**src/rtl/uart_tx_arbiter_pkg.sv**
```systemverilog
// Shared types and constants for the UART transmit arbiter slice.
package uart_tx_arbiter_pkg;

  localparam int UART_DW = 8;

  typedef enum logic [1:0] {
    ST_IDLE       = 2'd0,
    ST_LOAD       = 2'd1,
    ST_WAIT_START = 2'd2,
    ST_WAIT_DONE  = 2'd3
  } state_t;

  // Index width for n items, never narrower than one bit.
  function automatic int idx_w(input int n);
    return (n > 1) ? $clog2(n) : 1;
  endfunction

endpackage

```
**src/rtl/uart_tx_arbiter_if.sv**
```systemverilog
// Producer-side request bus and transmitter load/data bus of the arbiter.
interface uart_tx_arbiter_if
  import uart_tx_arbiter_pkg::*;
#(
  parameter int NREQ = 4,
  parameter int DW   = UART_DW
);
  localparam int GW = idx_w(NREQ);

  logic [NREQ-1:0]    req_valid;
  logic [NREQ*DW-1:0] req_data;
  logic [NREQ-1:0]    req_ready;
  logic               tx_load;
  logic [DW-1:0]      tx_data;
  logic               tx_busy;
  logic [GW-1:0]      grant_id;
  logic               active;
  logic               timeout_err;

  modport master (
    output req_valid, req_data, tx_busy,
    input  req_ready, tx_load, tx_data, grant_id, active, timeout_err
  );

  modport slave (
    input  req_valid, req_data, tx_busy,
    output req_ready, tx_load, tx_data, grant_id, active, timeout_err
  );
endinterface

```
**src/rtl/uart_tx_arbiter_rr_arbiter.sv**
```systemverilog
// Combinational round-robin picker: first set request at or above ptr, with wrap.
module rr_arbiter
  import uart_tx_arbiter_pkg::*;
#(
  parameter int NREQ = 4
)(
  input  logic [NREQ-1:0]        req,
  input  logic [idx_w(NREQ)-1:0] ptr,
  output logic [NREQ-1:0]        gnt,
  output logic [idx_w(NREQ)-1:0] gnt_idx,
  output logic                   any
);
  localparam int GW = idx_w(NREQ);

  int unsigned idx;

  always_comb begin
    gnt     = '0;
    gnt_idx = '0;
    any     = 1'b0;
    idx     = 0;
    for (int unsigned k = 0; k < NREQ; k++) begin
      idx = (int'(ptr) + k) % NREQ;
      if (!any && req[idx]) begin
        any      = 1'b1;
        gnt[idx] = 1'b1;
        gnt_idx  = GW'(idx);
      end
    end
  end

endmodule

```
**src/rtl/uart_tx_arbiter.sv**
```systemverilog
// Shares one UART transmitter among NREQ byte producers with round-robin grant,
// one-cycle load pulse and a start timeout on tx_busy.
module uart_tx_arbiter
  import uart_tx_arbiter_pkg::*;
#(
  parameter int NREQ          = 4,
  parameter int DW            = UART_DW,
  parameter int START_TIMEOUT = 16
)(
  input logic             clk,
  input logic             rst,
  uart_tx_arbiter_if.slave bus
);
  localparam int GW = idx_w(NREQ);
  localparam int CW = idx_w(START_TIMEOUT);
  localparam logic [CW-1:0] TO_LAST = CW'(START_TIMEOUT - 1);
  localparam logic [GW-1:0] IDX_LAST = GW'(NREQ - 1);

  state_t          state, state_n;
  logic [GW-1:0]   ptr, ptr_n, gnt_idx, grant_q;
  logic [NREQ-1:0] gnt;
  logic            any;
  logic [CW-1:0]   cnt, cnt_n;
  logic            load_q, load_n;
  logic            active_q, active_n;
  logic            terr_q, terr_n;
  logic            accept;
  logic [DW-1:0]   data_q, sel_data;

  rr_arbiter #(.NREQ(NREQ)) u_rr (
    .req     (bus.req_valid),
    .ptr     (ptr),
    .gnt     (gnt),
    .gnt_idx (gnt_idx),
    .any     (any)
  );

  always_comb begin
    sel_data = '0;
    for (int unsigned i = 0; i < NREQ; i++) begin
      if (gnt[i]) sel_data = bus.req_data[i*DW +: DW];
    end
  end

  always_comb begin
    state_n  = state;
    ptr_n    = ptr;
    cnt_n    = cnt;
    load_n   = 1'b0;
    active_n = active_q;
    terr_n   = 1'b0;
    accept   = 1'b0;
    unique case (state)
      ST_IDLE: begin
        if (!bus.tx_busy && any) begin
          accept   = 1'b1;
          load_n   = 1'b1;
          active_n = 1'b1;
          ptr_n    = (gnt_idx == IDX_LAST) ? '0 : gnt_idx + 1'b1;
          state_n  = ST_LOAD;
        end
      end
      ST_LOAD: begin
        cnt_n   = '0;
        state_n = ST_WAIT_START;
      end
      ST_WAIT_START: begin
        if (bus.tx_busy) begin
          state_n = ST_WAIT_DONE;
        end else if (cnt == TO_LAST) begin
          terr_n   = 1'b1;
          active_n = 1'b0;
          state_n  = ST_IDLE;
        end else begin
          cnt_n = cnt + 1'b1;
        end
      end
      ST_WAIT_DONE: begin
        if (!bus.tx_busy) begin
          active_n = 1'b0;
          state_n  = ST_IDLE;
        end
      end
      default: state_n = ST_IDLE;
    endcase
  end

  always_ff @(posedge clk or posedge rst) begin
    if (rst) begin
      state    <= ST_IDLE;
      ptr      <= '0;
      cnt      <= '0;
      load_q   <= 1'b0;
      active_q <= 1'b0;
      terr_q   <= 1'b0;
      data_q   <= '0;
      grant_q  <= '0;
    end else begin
      state    <= state_n;
      ptr      <= ptr_n;
      cnt      <= cnt_n;
      load_q   <= load_n;
      active_q <= active_n;
      terr_q   <= terr_n;
      if (accept) begin
        data_q  <= sel_data;
        grant_q <= gnt_idx;
      end
    end
  end

  // Ready is the only combinational output; gated by rst so it reads 0 while reset is held.
  assign bus.req_ready   = (state == ST_IDLE && !bus.tx_busy && !rst) ? gnt : '0;
  assign bus.tx_load     = load_q;
  assign bus.tx_data     = data_q;
  assign bus.grant_id    = grant_q;
  assign bus.active      = active_q;
  assign bus.timeout_err = terr_q;

endmodule

```
**src/flat_wrapper.sv**
```systemverilog
// flat-port wrapper written by rule: the top's interface ports become plain ports
module uart_tx_arbiter_flat import uart_tx_arbiter_pkg::*;
#(
  parameter int NREQ          = 4,
  parameter int DW            = UART_DW,
  parameter int START_TIMEOUT = 16
)
  (clk, rst, bus_req_valid, bus_req_data, bus_tx_busy, bus_req_ready, bus_tx_load, bus_tx_data, bus_grant_id, bus_active, bus_timeout_err);
  uart_tx_arbiter_if #(.NREQ(NREQ), .DW(DW)) bus_i ();
  input logic clk;
  input logic rst;
  input wire logic [$bits(bus_i.req_valid)-1:0] bus_req_valid;
  input wire logic [$bits(bus_i.req_data)-1:0] bus_req_data;
  input wire logic [$bits(bus_i.tx_busy)-1:0] bus_tx_busy;
  output wire logic [$bits(bus_i.req_ready)-1:0] bus_req_ready;
  output wire logic [$bits(bus_i.tx_load)-1:0] bus_tx_load;
  output wire logic [$bits(bus_i.tx_data)-1:0] bus_tx_data;
  output wire logic [$bits(bus_i.grant_id)-1:0] bus_grant_id;
  output wire logic [$bits(bus_i.active)-1:0] bus_active;
  output wire logic [$bits(bus_i.timeout_err)-1:0] bus_timeout_err;
  assign bus_i.req_valid = bus_req_valid;
  assign bus_i.req_data = bus_req_data;
  assign bus_i.tx_busy = bus_tx_busy;
  assign bus_req_ready = bus_i.req_ready;
  assign bus_tx_load = bus_i.tx_load;
  assign bus_tx_data = bus_i.tx_data;
  assign bus_grant_id = bus_i.grant_id;
  assign bus_active = bus_i.active;
  assign bus_timeout_err = bus_i.timeout_err;
  uart_tx_arbiter #(.NREQ(NREQ), .DW(DW), .START_TIMEOUT(START_TIMEOUT)) u_core (.clk(clk), .rst(rst), .bus(bus_i));
endmodule
```
**config.mk**
```make
export PLATFORM = sky130hd
export DESIGN_NAME = uart_tx_arbiter_flat
export DESIGN_NICKNAME = d
export VERILOG_FILES = /design/src/rtl/uart_tx_arbiter_pkg.sv /design/src/rtl/uart_tx_arbiter_if.sv /design/src/rtl/uart_tx_arbiter_rr_arbiter.sv /design/src/rtl/uart_tx_arbiter.sv /design/src/flat_wrapper.sv
export SDC_FILE = /design/constraint.sdc
export NUM_CORES = 1
export LEC_CHECK = 0
export ABC_AREA = 1
export CAP_MARGIN = 20
export CORE_UTILIZATION = 45
export DETAILED_ROUTE_END_ITERATION = 10
export PLACE_DENSITY = 0.78
export SLEW_MARGIN = 40
export SYNTH_ARGS = -nofsm -noshare
export SYNTH_HDL_FRONTEND = slang
export SYNTH_SLANG_ARGS = --single-unit
```
**constraint.sdc**
```tcl
create_clock -name clk -period 3.35 [get_ports clk]
set_input_delay 0.5025 -clock clk [delete_from_list [all_inputs] [get_ports clk]]
set_output_delay 0.5025 -clock clk [all_outputs]
set_load 0.02 [all_outputs]
```
==> Word-level counts from Yosys, hierarchy flattened <==
Index checks and enable logic that the tools add are counted.
{ "word_totals": {"inputBits": 39, "register_bits": 21, "elab_cells": 109} }
{ "classes": {"n_addsub": 5, "muxes": 52, "n_lt_le_gt_ge": 8, "eq_ne": 11, "bitwise_logic": 3, "reduce_logical": 22} }
{ "op_table": {"columns": ["cell", "n"], "rows": [
  ["8-bit two-way mux", 4],
  ["4-bit two-way mux", 7],
  ["1-bit two-way mux", 21],
  ["2-bit two-way mux", 9],
  ["2-bit by 3-bit less-than comparator with 1-bit output (second input constant)", 4],
  ["4-bit OR", 3],
  ["1-bit logical AND", 10],
  ["1-bit binary-select mux with 2-bit select", 4],
  ["1-bit demux with 2-bit select", 4],
  ["2-bit by 1-bit >= comparator with 1-bit output (second input constant)", 4],
  ["2-bit one-hot mux with 4 select lines", 1],
  ["4-bit one-hot mux with 2 select lines", 1],
  ["2-bit == test (second input constant)", 3],
  ["2-bit != test (second input constant)", 3],
  ["3-bit AND reduction", 2],
  ["1-bit logical NOT", 5],
  ["5-bit AND reduction", 1],
  ["2-bit by 1-bit adder with 2-bit output (second input constant)", 2],
  ["2-bit adder (second input constant)", 2],
  ["4-bit by 1-bit adder with 4-bit output (second input constant)", 1],
  ["4-bit == test (second input constant)", 1],
  ["2-bit by 1-bit != test with 1-bit output (second input constant)", 2],
  ["3-bit by 2-bit != test with 1-bit output (second input constant)", 1],
  ["1-bit one-hot mux with 3 select lines", 1],
  ["5 further kinds", 5]
]} }

==> Longest topological paths before layout <==
Gate-level depths: netlist of the first run.
{ "logic_depth": {"ltp_word": 16, "mapped_depth": 15} }

==> Hierarchy <==
A second synthesis of the first run with hierarchy kept.
{ "hier_totals": {"cells_unflattened": 278, "hier_area_um2": 1833.0} }
{ "modules_own_cells": {"columns": ["mod", "cells_each", "n_inst", "area_per_inst_um2"], "rows": [
  ["uart_tx_arbiter", 204, 1, 1392.6],
  ["rr_arbiter", 74, 1, 440.4]
]} }

==> Least setup slack after synthesis of the first run <==
No wires, ideal clock.
{ "synth_path": {"path_kind": "register -> output", "start": "register (tool-made name)", "end": "output port bus_req_ready[3]", "arrival_time_ns": 2.066, "path_slack_ns": 0.782, "t_required_ns": 2.847, "stages_incl_launch_ff": 13, "path_buffers": 1, "cell_sequence": "dfrtp_1 inv_2 ha_1 inv_1 nand3_1 nand2_2 nand2_4 nor2_4 nand2_2 o21ai_4 buf_6 nand2_1 inv_1"} }
{ "synth_lines": {"columns": ["element", "line_no", "rtl"], "rows": [
  ["end, declared", "flat_wrapper.sv:15", "output wire logic [$bits(bus_i.req_ready)-1:0] bus_req_ready;"]
]} }

==> results of run 1 <==
[layer usage]
| layer | global-route usage (%) | vias to the layer above | wire length [um] |
|---|---|---|---|
| met1 | 26.2 | 799 | 1930 |
| met2 | 38.0 | 53 | 2000 |
| met4 | 2.45 | 0 | 0 |
| met3 | 5.38 | 0 | 316 |
| li1 | - | 970 | - |
| met5 | 0 | - | 0 |
[metrics by stage]
step | setup slack, ns | hold WS [ns] | utilization (%) | cell area, um2
floorplan | 0.782 | 0.479 | - | 1810
global placement | 0.349 | 0.463 | 64.4 | 2430
detailed placement | 0.291 | 0.465 | 64.4 | 2430
CTS | 0.108 | 0.484 | 65.6 | 2470
global route | 0.0614 | 0.505 | 65.7 | 2480
finish | 0.259 | 0.480 | 65.7 | 2480
[final timing paths]
check | startpoint | endpoint | slack, ns | cells past startpoint
setup / recovery | flop | bus_req_ready[3] | 0.26 | 13
max in group asynchronous | rst | u_core.bus.tx_data[1] | 2.42 | 2
min in group asynchronous | rst | u_core.bus.timeout_err | 0.63 | 2
setup reg to reg | flop | u_core.ptr[1] | 1.04 | 15
hold reg to reg | u_core.bus.tx_data[1] | u_core.bus.tx_data[1] | 0.48 | 2
hold / removal | u_core.bus.tx_data[1] | u_core.bus.tx_data[1] | 0.48 | 2
[state kept, by name, indices dropped and copies added (netlist names), named ones only]
name,cells
u_core.bus.active,1
u_core.bus.grant_id,2
u_core.bus.timeout_err,1
u_core.bus.tx_data,8
u_core.bus.tx_load,1
u_core.cnt,4
u_core.ptr,1
u_core.state,2
[kinds of logic (layout without fill, tap and decap cells)]
| kind of cell | after synthesis | count (layout) | share of synthesized area [%] |
|---|---|---|---|
| buf+inv | 49 | 109 | 11.3 |
| simple gates | 157 | 157 | 40.6 |
| fa+ha+maj | 8 | 8 | 5.53 |
| compound gates | 39 | 39 | 13.1 |
| flops | 21 | 21 | 29.0 |
| xor+xnor | 1 | 1 | 0.484 |
[worst register-to-register path, cell delays in order, from the launching register on]
cell and delay (ns):
dfrtp_1 0.39, inv_2 0.15, ha_1 0.31, inv_1 0.12
nand3_1 0.10, nand2_2 0.12, nand2_4 0.07, nor2_4 0.09
nand3_1 0.12, nand2_1 0.08, buf_4 0.24, inv_1 0.11
nand2_1 0.12, nand2_1 0.06, nor2_1 0.08, nor2_1 0.04
[cell type report]
cell class              count  area (um2)
repair buffers             60         591
well taps                  48        60.1
fillers                   335        1290
multi-input cells         205        1080
inverters                  45         171
clock buffers               3        41.3
flip-flops and latches     21         526
clock inverters             1        5.00
[report_power, final]
group          internal [W]  total [W]  switching [W]
Combinational      0.000728    0.00196        0.00123
Sequential         0.000358   0.000417      0.0000592
Clock             0.0000827   0.000161      0.0000783
[synthesized netlist by cell type, drive strengths merged]
cell type	number
o41ai	1
nand2	114
inv	45
xor2	1
o21ai	8
nand4	4
dfrtp	21
ha	8
nor2	22
a21oi	28
buf	4
nor3	3
a21boi	2
nand3	14
==> results.ini, run 1 <==
[clock_network]
cts_setup_buffers = 0
cts_hold_buffers = 0
cts_buffers = 3
htreeDepth = 1
cts_resized = 0
clock-sinks = 21
clkTransAtPathRegs_ns = 0.07
cts.path.max_buffers = 2
clockRootBuffer = clkbuf_8
clk_latency_ns = 0.26
cts_tree = done

[synth]
netlist_area_um2 = 1810
synth_top_area_share_pct = 29.0
syn_nets = 322
yosysTopAreaCell = dfrtp_1
ys_seq_area_share_pct = 29.0
syn_inst = 275
yosys-top-cells-area = dfrtp_1 (29%), nand2_1 (22%), inv_1 (8.5%)
yosysUniqueCellTypes = 26
ys_seq_elements = 21
avgSynthCellArea_um2 = 6.59
ys_warn_count = 0

[pwr]
total_power_w = 0.00254
p_leak_nw = 1.35
powerDensity_nw_per_um2 = 1020
ir_worst_vdd_mv = 0.548

[detailed_routing]
wl_per_cell_um = 11.1
drt_iter0_drc = 109
firstDrtPassIters = 4
wl_mm = 4.25
final_antenna_net_count = 0
vias = 1822
route.detailed.drc = 0
routed_via_density = 4.76

[worst_setup_path]
crit_top_cell = nand2_2
cp_top_family = buffers and inverters
crit_path_end_kind = primary output
cp_cell_sequence = inv_2, ha_1, inv_1, nand3_1, nand2_2, nor2_4, nand2_2, nand2_2, nor2_4, o21ai_4, nand2_1, inv_1, clkdlybuf4s50_1
startpoint_type = flop
critPathKind = reg2out
slowest_delay_ns = 0.62
arrival_ns = 2.59
cp_max_fo = 8
required_ns = 2.85
cp_slowest_cell = clkdlybuf4s50_1
crit_buf_inv = 4

[finish]
stdcell_count = 383
antenna_cells = 0
area_growth_pct = 36.7
final_common_cell = nand2_1
finalNetCount = 383
layout_common_cells = nand2_1 (104), clkdlybuf4s50_1 (54), inv_1 (39)
layout-drive-gt1-share_pct = 12.2

[worst_hold_path]
worstHoldPathType = reg2reg

[global_route]
grt_pass1_vias = 1701
grt_max_degree = 25
grt_pass1_wl_mm = 7.18
antenna_found_initial = 0
grt_use_total_pct = 21.3
gr-total-overflow = 0

[place]
placed_cells = 379
place.gp.congestion = 0.855
portBuffers = 55
dp_hpwl_mm = 3.29

[sta]
fin_tns_setup_ns = 0
final-setup-viol-count = 0
finalCritPeriodShare_pct = 92.3
final_hold_viol_count = 0
tightest_slew_ns = 0.469
maxSlewHeadroom_pct = 68.5
finClkSkew_ns = 0.00503
slew_violations = 0
grt_setup_unrepaired = false
clock.fmax_mhz = 323
min_period_ns = 3.09

[floorplanning]
die_w_um = 65.5
start_util_pct = 48.0
core_area_um2 = 3770
row_count = 22
die_area_um2 = 4280
io_pins = 56
die_h_um = 65.5

[outcome]
outcome = finished, final reports clean

[job]
drv_cap = 0

No activity file was read; power rests on OpenSTA's default activity.
==> run 2, diff against run 1 <==
--- a/config.mk
+++ b/config.mk
@@ -7,9 +7,10 @@
 export LEC_CHECK = 0
 export ABC_AREA = 1
 export CAP_MARGIN = 20
-export CORE_UTILIZATION = 45
+export CORE_UTILIZATION = 51
 export DETAILED_ROUTE_END_ITERATION = 10
-export PLACE_DENSITY = 0.78
+export PLACE_DENSITY = 0.86
+export RECOVER_POWER = 25
 export SLEW_MARGIN = 40
 export SYNTH_ARGS = -nofsm -noshare
 export SYNTH_HDL_FRONTEND = slang
==> results.ini, run 2 (same netlist as run 1, synthesis figures left out) <==
[outcome]
outcome = finished, final reports clean

[clock_network]
htreeDepth = 1
cts_hold_buffers = 0
clockRootBuffer = clkbuf_4
clk_latency_ns = 0.31
cts_buffers = 3
cts.path.max_buffers = 2
clkTransAtPathRegs_ns = 0.12
clock-sinks = 21
cts_tree = done

[floorplanning]
die_w_um = 61.6
row_count = 21
die_area_um2 = 3790
start_util_pct = 53.9
io_pins = 56
core_area_um2 = 3360
die_h_um = 61.6

[pwr]
powerDensity_nw_per_um2 = 1030
ir_worst_vdd_mv = 0.513
p_leak_nw = 1.37

[place]
dp_hpwl_mm = 3.56
place_ws_ns = 0.343
portBuffers = 55
place.gp.congestion = 0.870

[finish]
largest_reg_flops = 8
finalNetCount = 385
multi_input_area_um2 = 1080
final_common_cell = nand2_1
antenna_cells = 0
area_growth_pct = 36.4
fillers = 260
layout_common_cells = nand2_1 (104), clkdlybuf4s50_1 (52), inv_1 (40)
layout-drive-gt1-share_pct = 12.2
regArea_um2 = 526

[detailed_routing]
drt_iter0_drc = 149
firstDrtPassIters = 4
vias = 1893
routed_via_density = 4.94
route.detailed.drc = 0
wl_per_cell_um = 11.8
wl_mm = 4.52
final_antenna_net_count = 0

[sta]
tightest_slew_ns = 0.774
clock.fmax_mhz = 313
final-setup-viol-count = 0
maxSlewHeadroom_pct = 48.3
min_period_ns = 3.19
final_hold_viol_count = 0
finalCritPeriodShare_pct = 95.2
fin_tns_setup_ns = 0
slew_violations = 0
grt_setup_unrepaired = false
setup_slack_ns = 0.160
finClkSkew_ns = 0.0138

[worst_setup_path]
slowest_delay_ns = 0.60
crit_path_end_kind = primary output
crit_top_cell = inv_1
cp_slowest_cell = clkdlybuf4s50_1
cp_cell_sequence = inv_2, ha_1, inv_1, nand3_1, nand2_2, nor2_4, a21oi_2, nand3_4, nand2_1, inv_1, clkdlybuf4s50_1
arrival_ns = 2.69
startpoint_type = flop
critPathKind = reg2out
required_ns = 2.85
cp_max_fo = 10

[global_route]
antenna_found_initial = 0
gr-total-overflow = 0
grt_pass1_vias = 1723
grt_pass1_wl_mm = 7.02
grt_use_total_pct = 24.7
grt_max_degree = 22

[job]
drv_cap = 0

[worst_hold_path]
worstHoldPathType = reg2reg

run 2: cell types whose count changed in the layout (fill, tap and decap cells not counted), sizes merged:
cell	before	now
clkdlybuf4s50	54	52
dlygate4sd3	0	1
buf	5	7
dlymetal6s2s	1	2
clkinv	1	0
clkbuf	3	4
run 2: final cells by class:
type,count,share of cell area (%)
clock buffer,4,1.06
inverter,45,6.94
multi-input combinational,205,43.8
sequential,21,21.3
tap,46,2.33
timing repair buffer,62,24.6
run 2: per-layer routing:
metal  up-vias  GRT usage (%)  share of wire [%]
li1        977              -                  -
met1       850           30.1                 43
met2        62           43.8                 48
met3         4           6.72                8.2
met4         0           4.76               0.62
met5         -              0                  0
run 2: final timing paths:
| kind | from | to | slack [ns] | cells after the start |
|---|---|---|---|---|
| max | u_core.ptr[1] | bus_req_ready[1] | 0.16 | 11 |
| max reg2reg | flop | u_core.bus.tx_data[0] | 1.05 | 15 |
| min reg2reg | u_core.bus.tx_data[5] | u_core.bus.tx_data[5] | 0.49 | 2 |
| min in group asynchronous | rst | u_core.bus.grant_id[0] | 0.81 | 2 |
| max in group asynchronous | rst | u_core.cnt[1] | 2.04 | 2 |
| min | u_core.bus.tx_data[5] | u_core.bus.tx_data[5] | 0.49 | 2 |
run 2: through the flow:
step           utilization [%]  instances  hold WS (ns)  power [W]  area, um2
2_1_floorplan                -        275         0.479    0.00189       1810
3_3_place_gp              72.5        379         0.464    0.00237       2440
3_5_place_dp              72.5        379         0.464    0.00241       2440
4_1_cts                   73.3        383         0.494    0.00254       2470
5_1_grt                   73.5        383         0.511    0.00279       2470
6_report                  73.5        383         0.491    0.00254       2470
run 2: critical path: cells and delay by family, from the launching register on:
family	cells	cell delay (ns)
simple gates	5	0.66
fa+ha+maj	1	0.37
flops	1	0.38
buf+inv	4	0.86
compound gates	1	0.10
run 2: repair_timing:
action,4_1_cts,5_1_grt
endpoints found under the setup margin,0,4
gates resized for setup,0,3
hold endpoints to repair,0,0
setup buffers,0,0
run 2: report_power, final:
part | internal (W) | switching, W
Clock | 0.0000465 | 0.0000762
Combinational | 0.000745 | 0.00126
Sequential | 0.000357 | 0.0000620
==> run 3, diff against run 2 <==
--- a/config.mk
+++ b/config.mk
@@ -7,11 +7,14 @@
 export LEC_CHECK = 0
 export ABC_AREA = 1
 export CAP_MARGIN = 20
+export CORE_MARGIN = 4
 export CORE_UTILIZATION = 51
+export CTS_BUF_LIST = sky130_fd_sc_hd__clkbuf_4 sky130_fd_sc_hd__clkbuf_8 sky130_fd_sc_hd__clkbuf_16
 export DETAILED_ROUTE_END_ITERATION = 10
 export PLACE_DENSITY = 0.86
 export RECOVER_POWER = 25
 export SLEW_MARGIN = 40
 export SYNTH_ARGS = -nofsm -noshare
 export SYNTH_HDL_FRONTEND = slang
+export SYNTH_HIERARCHICAL = 1
 export SYNTH_SLANG_ARGS = --single-unit
==> results.ini, run 3 <==
[outcome]
outcome = finished, final reports clean

[finish]
finalNetCount = 394
design_area_um2 = 2500
largest_reg_flops = 8
antenna_cells = 0
layout-drive-gt1-share_pct = 11.1
area_growth_pct = 36.5
final_common_cell = nand2_1
multi_input_area_um2 = 1160
layout_common_cells = nand2_1 (103), clkdlybuf4s50_1 (51), nand3_1 (33)
fillers = 294
regArea_um2 = 526

[detailed_routing]
drt_iter0_drc = 134
firstDrtPassIters = 4
final_antenna_net_count = 0
route.detailed.drc = 0
wl_mm = 4.76
vias = 1958
routed_via_density = 5.06
wl_per_cell_um = 12.3

[floorplanning]
die_w_um = 68.0
start_util_pct = 53.7
io_pins = 56
die_area_um2 = 4620
row_count = 21
die_h_um = 68.0
core_area_um2 = 3420

[worst_hold_path]
hp-start = u_core/bus.tx_data[7]
worstHoldPathType = reg2reg
holdPathEnd = u_core/bus.tx_data[7]
whs_path_depth = 2

[sta]
fin_tns_setup_ns = 0
grt_setup_unrepaired = false
min_period_ns = 3.13
setup_slack_ns = 0.223
final_hold_viol_count = 0
fin_hold_ws_ns = 0.495
finClkSkew_ns = 0.00109
tightest_slew_ns = 1.11
maxSlewHeadroom_pct = 26.1
slew_violations = 0
clock.fmax_mhz = 320
finalCritPeriodShare_pct = 93.3
final-setup-viol-count = 0

[worst_setup_path]
reg2regPathDepth = 12
startpoint_type = flop
required_ns = 2.85
reg2reg_setup_slack_ns = 0.98
critPathKind = reg2out
r2r_end = u_core/bus.grant_id[1]
r2r_start = u_core/ptr[1]
cp_max_fo = 6
crit_path_end_kind = primary output
arrival_ns = 2.62

[pwr]
total_power_w = 0.00237
p_leak_nw = 1.36
ir_worst_vdd_mv = 0.566
powerDensity_nw_per_um2 = 949

[global_route]
grt_use_total_pct = 20.9
antenna_found_initial = 0
grt_pass1_vias = 1780
grt_pass1_wl_mm = 7.55
grt_max_degree = 23
gr-total-overflow = 0

[place]
dp_hpwl_mm = 3.69
place_ws_ns = 0.187
place.gp.congestion = 1.07
portBuffers = 55
place_area_um2 = 2450

[synth]
yosysTopAreaCell = dfrtp_1
yosysUniqueCellTypes = 25
ys_seq_area_share_pct = 28.7
ys_top_cells_by_count = nand2_1 (103), nand3_1 (33), nor2_1 (27)
synth_most_common_cell = nand2_1
ys_seq_elements = 21
synthArstFlopShare_pct = 100
yosys-top-cells-area = dfrtp_1 (29%), nand2_1 (21%), nand3_1 (9.0%)
synth_top_area_share_pct = 28.7
syn_inst = 278
ys_warn_count = 6
synth_edf_count = 0
syn_nets = 330
synth_flop_cell = dfrtp_1
avgSynthCellArea_um2 = 6.59
netlist_area_um2 = 1830

[clock_network]
htreeDepth = 1
clk_latency_ns = 0.30
cts_tree = done
cts.path.max_buffers = 2
clockRootBuffer = clkbuf_4
cts_buffers = 3
clkTransAtPathRegs_ns = 0.11
clock-sinks = 21

[job]
drv_cap = 0

[run 3: cell count changes after synthesis, moves of 5 or more]
cell	before	now
nand4_1	4	9
nand3_1	9	33
ha_1	8	13
o21ai_0	7	1
inv_1	41	19
nor2_1	16	27
a21oi_1	25	15
[run 3: worst max-delay path, cell delays in order (launching register included)]
cell and delay, ns:
dfrtp_1 0.36, inv_1 0.10, ha_1 0.39, inv_1 0.11
nand3_1 0.09, nand2_1 0.07, nor2_2 0.22, a21oi_1 0.10
nand3_1 0.12, inv_1 0.05, nor2_1 0.10, clkdlybuf4s50_1 0.61
[run 3: worst max-delay path by stage]
stage	endpoint	slack [ns]	start
global route	bus_req_ready[0]	0.05	u_core/ptr[1]
finish	bus_req_ready[0]	0.22	u_core/ptr[1]
floorplan	bus_req_ready[3]	0.71	u_core/ptr[0]
CTS	bus_req_ready[2]	0.07	u_core/ptr[1]
global placement	bus_req_ready[3]	0.27	bus_req_valid[3]
detailed placement	bus_req_ready[2]	0.19	bus_req_valid[3]
[run 3: cells by family (layout without fill, tap and decap cells)]
group / after synthesis / after routing / synth area share, %
simple gates: 191 / 191 / 47.4
buf+inv: 31 / 94 / 7.92
compound gates: 21 / 21 / 6.69
flops: 21 / 21 / 28.7
fa+ha+maj: 13 / 13 / 8.87
xor+xnor: 1 / 1 / 0.478
[run 3: final cells by class]
| class | instances | area share, % |
|---|---|---|
| Multi-Input combinational cell | 226 | 46.6 |
| Timing Repair Buffer | 66 | 25.3 |
| Sequential cell | 21 | 21.0 |
| Inverter | 24 | 3.70 |
| Tap cell | 46 | 2.30 |
| Clock buffer | 3 | 0.900 |
| Clock inverter | 1 | 0.200 |
[run 3: report_power, final]
part	switching, W	internal, W	total (W)
logic	0.00113	0.000703	0.00184
clock network	0.0000761	0.0000446	0.000121
registers	0.0000654	0.000351	0.000416
[run 3: per-stage QoR]
step           cells  utilization (%)
5_1_grt          387             73.3
4_1_cts          384             72.5
3_5_place_dp     380             71.7
3_3_place_gp     380             71.7
2_1_floorplan    278                -
6_report         387             73.3
[run 3: per-layer routing]
layer,wire length (um),global-route usage [%],up-vias
li1,-,-,1017
met5,0,0,-
met4,59,7.44,0
met3,471,4.11,6
met1,2050,26.3,861
met2,2170,35.3,74
[run 3: timing repair]
action	CTS	global route
setup endpoints to repair	0	4
buffers inserted	0	3
gates resized for setup	0	4
hold buffers	0	0
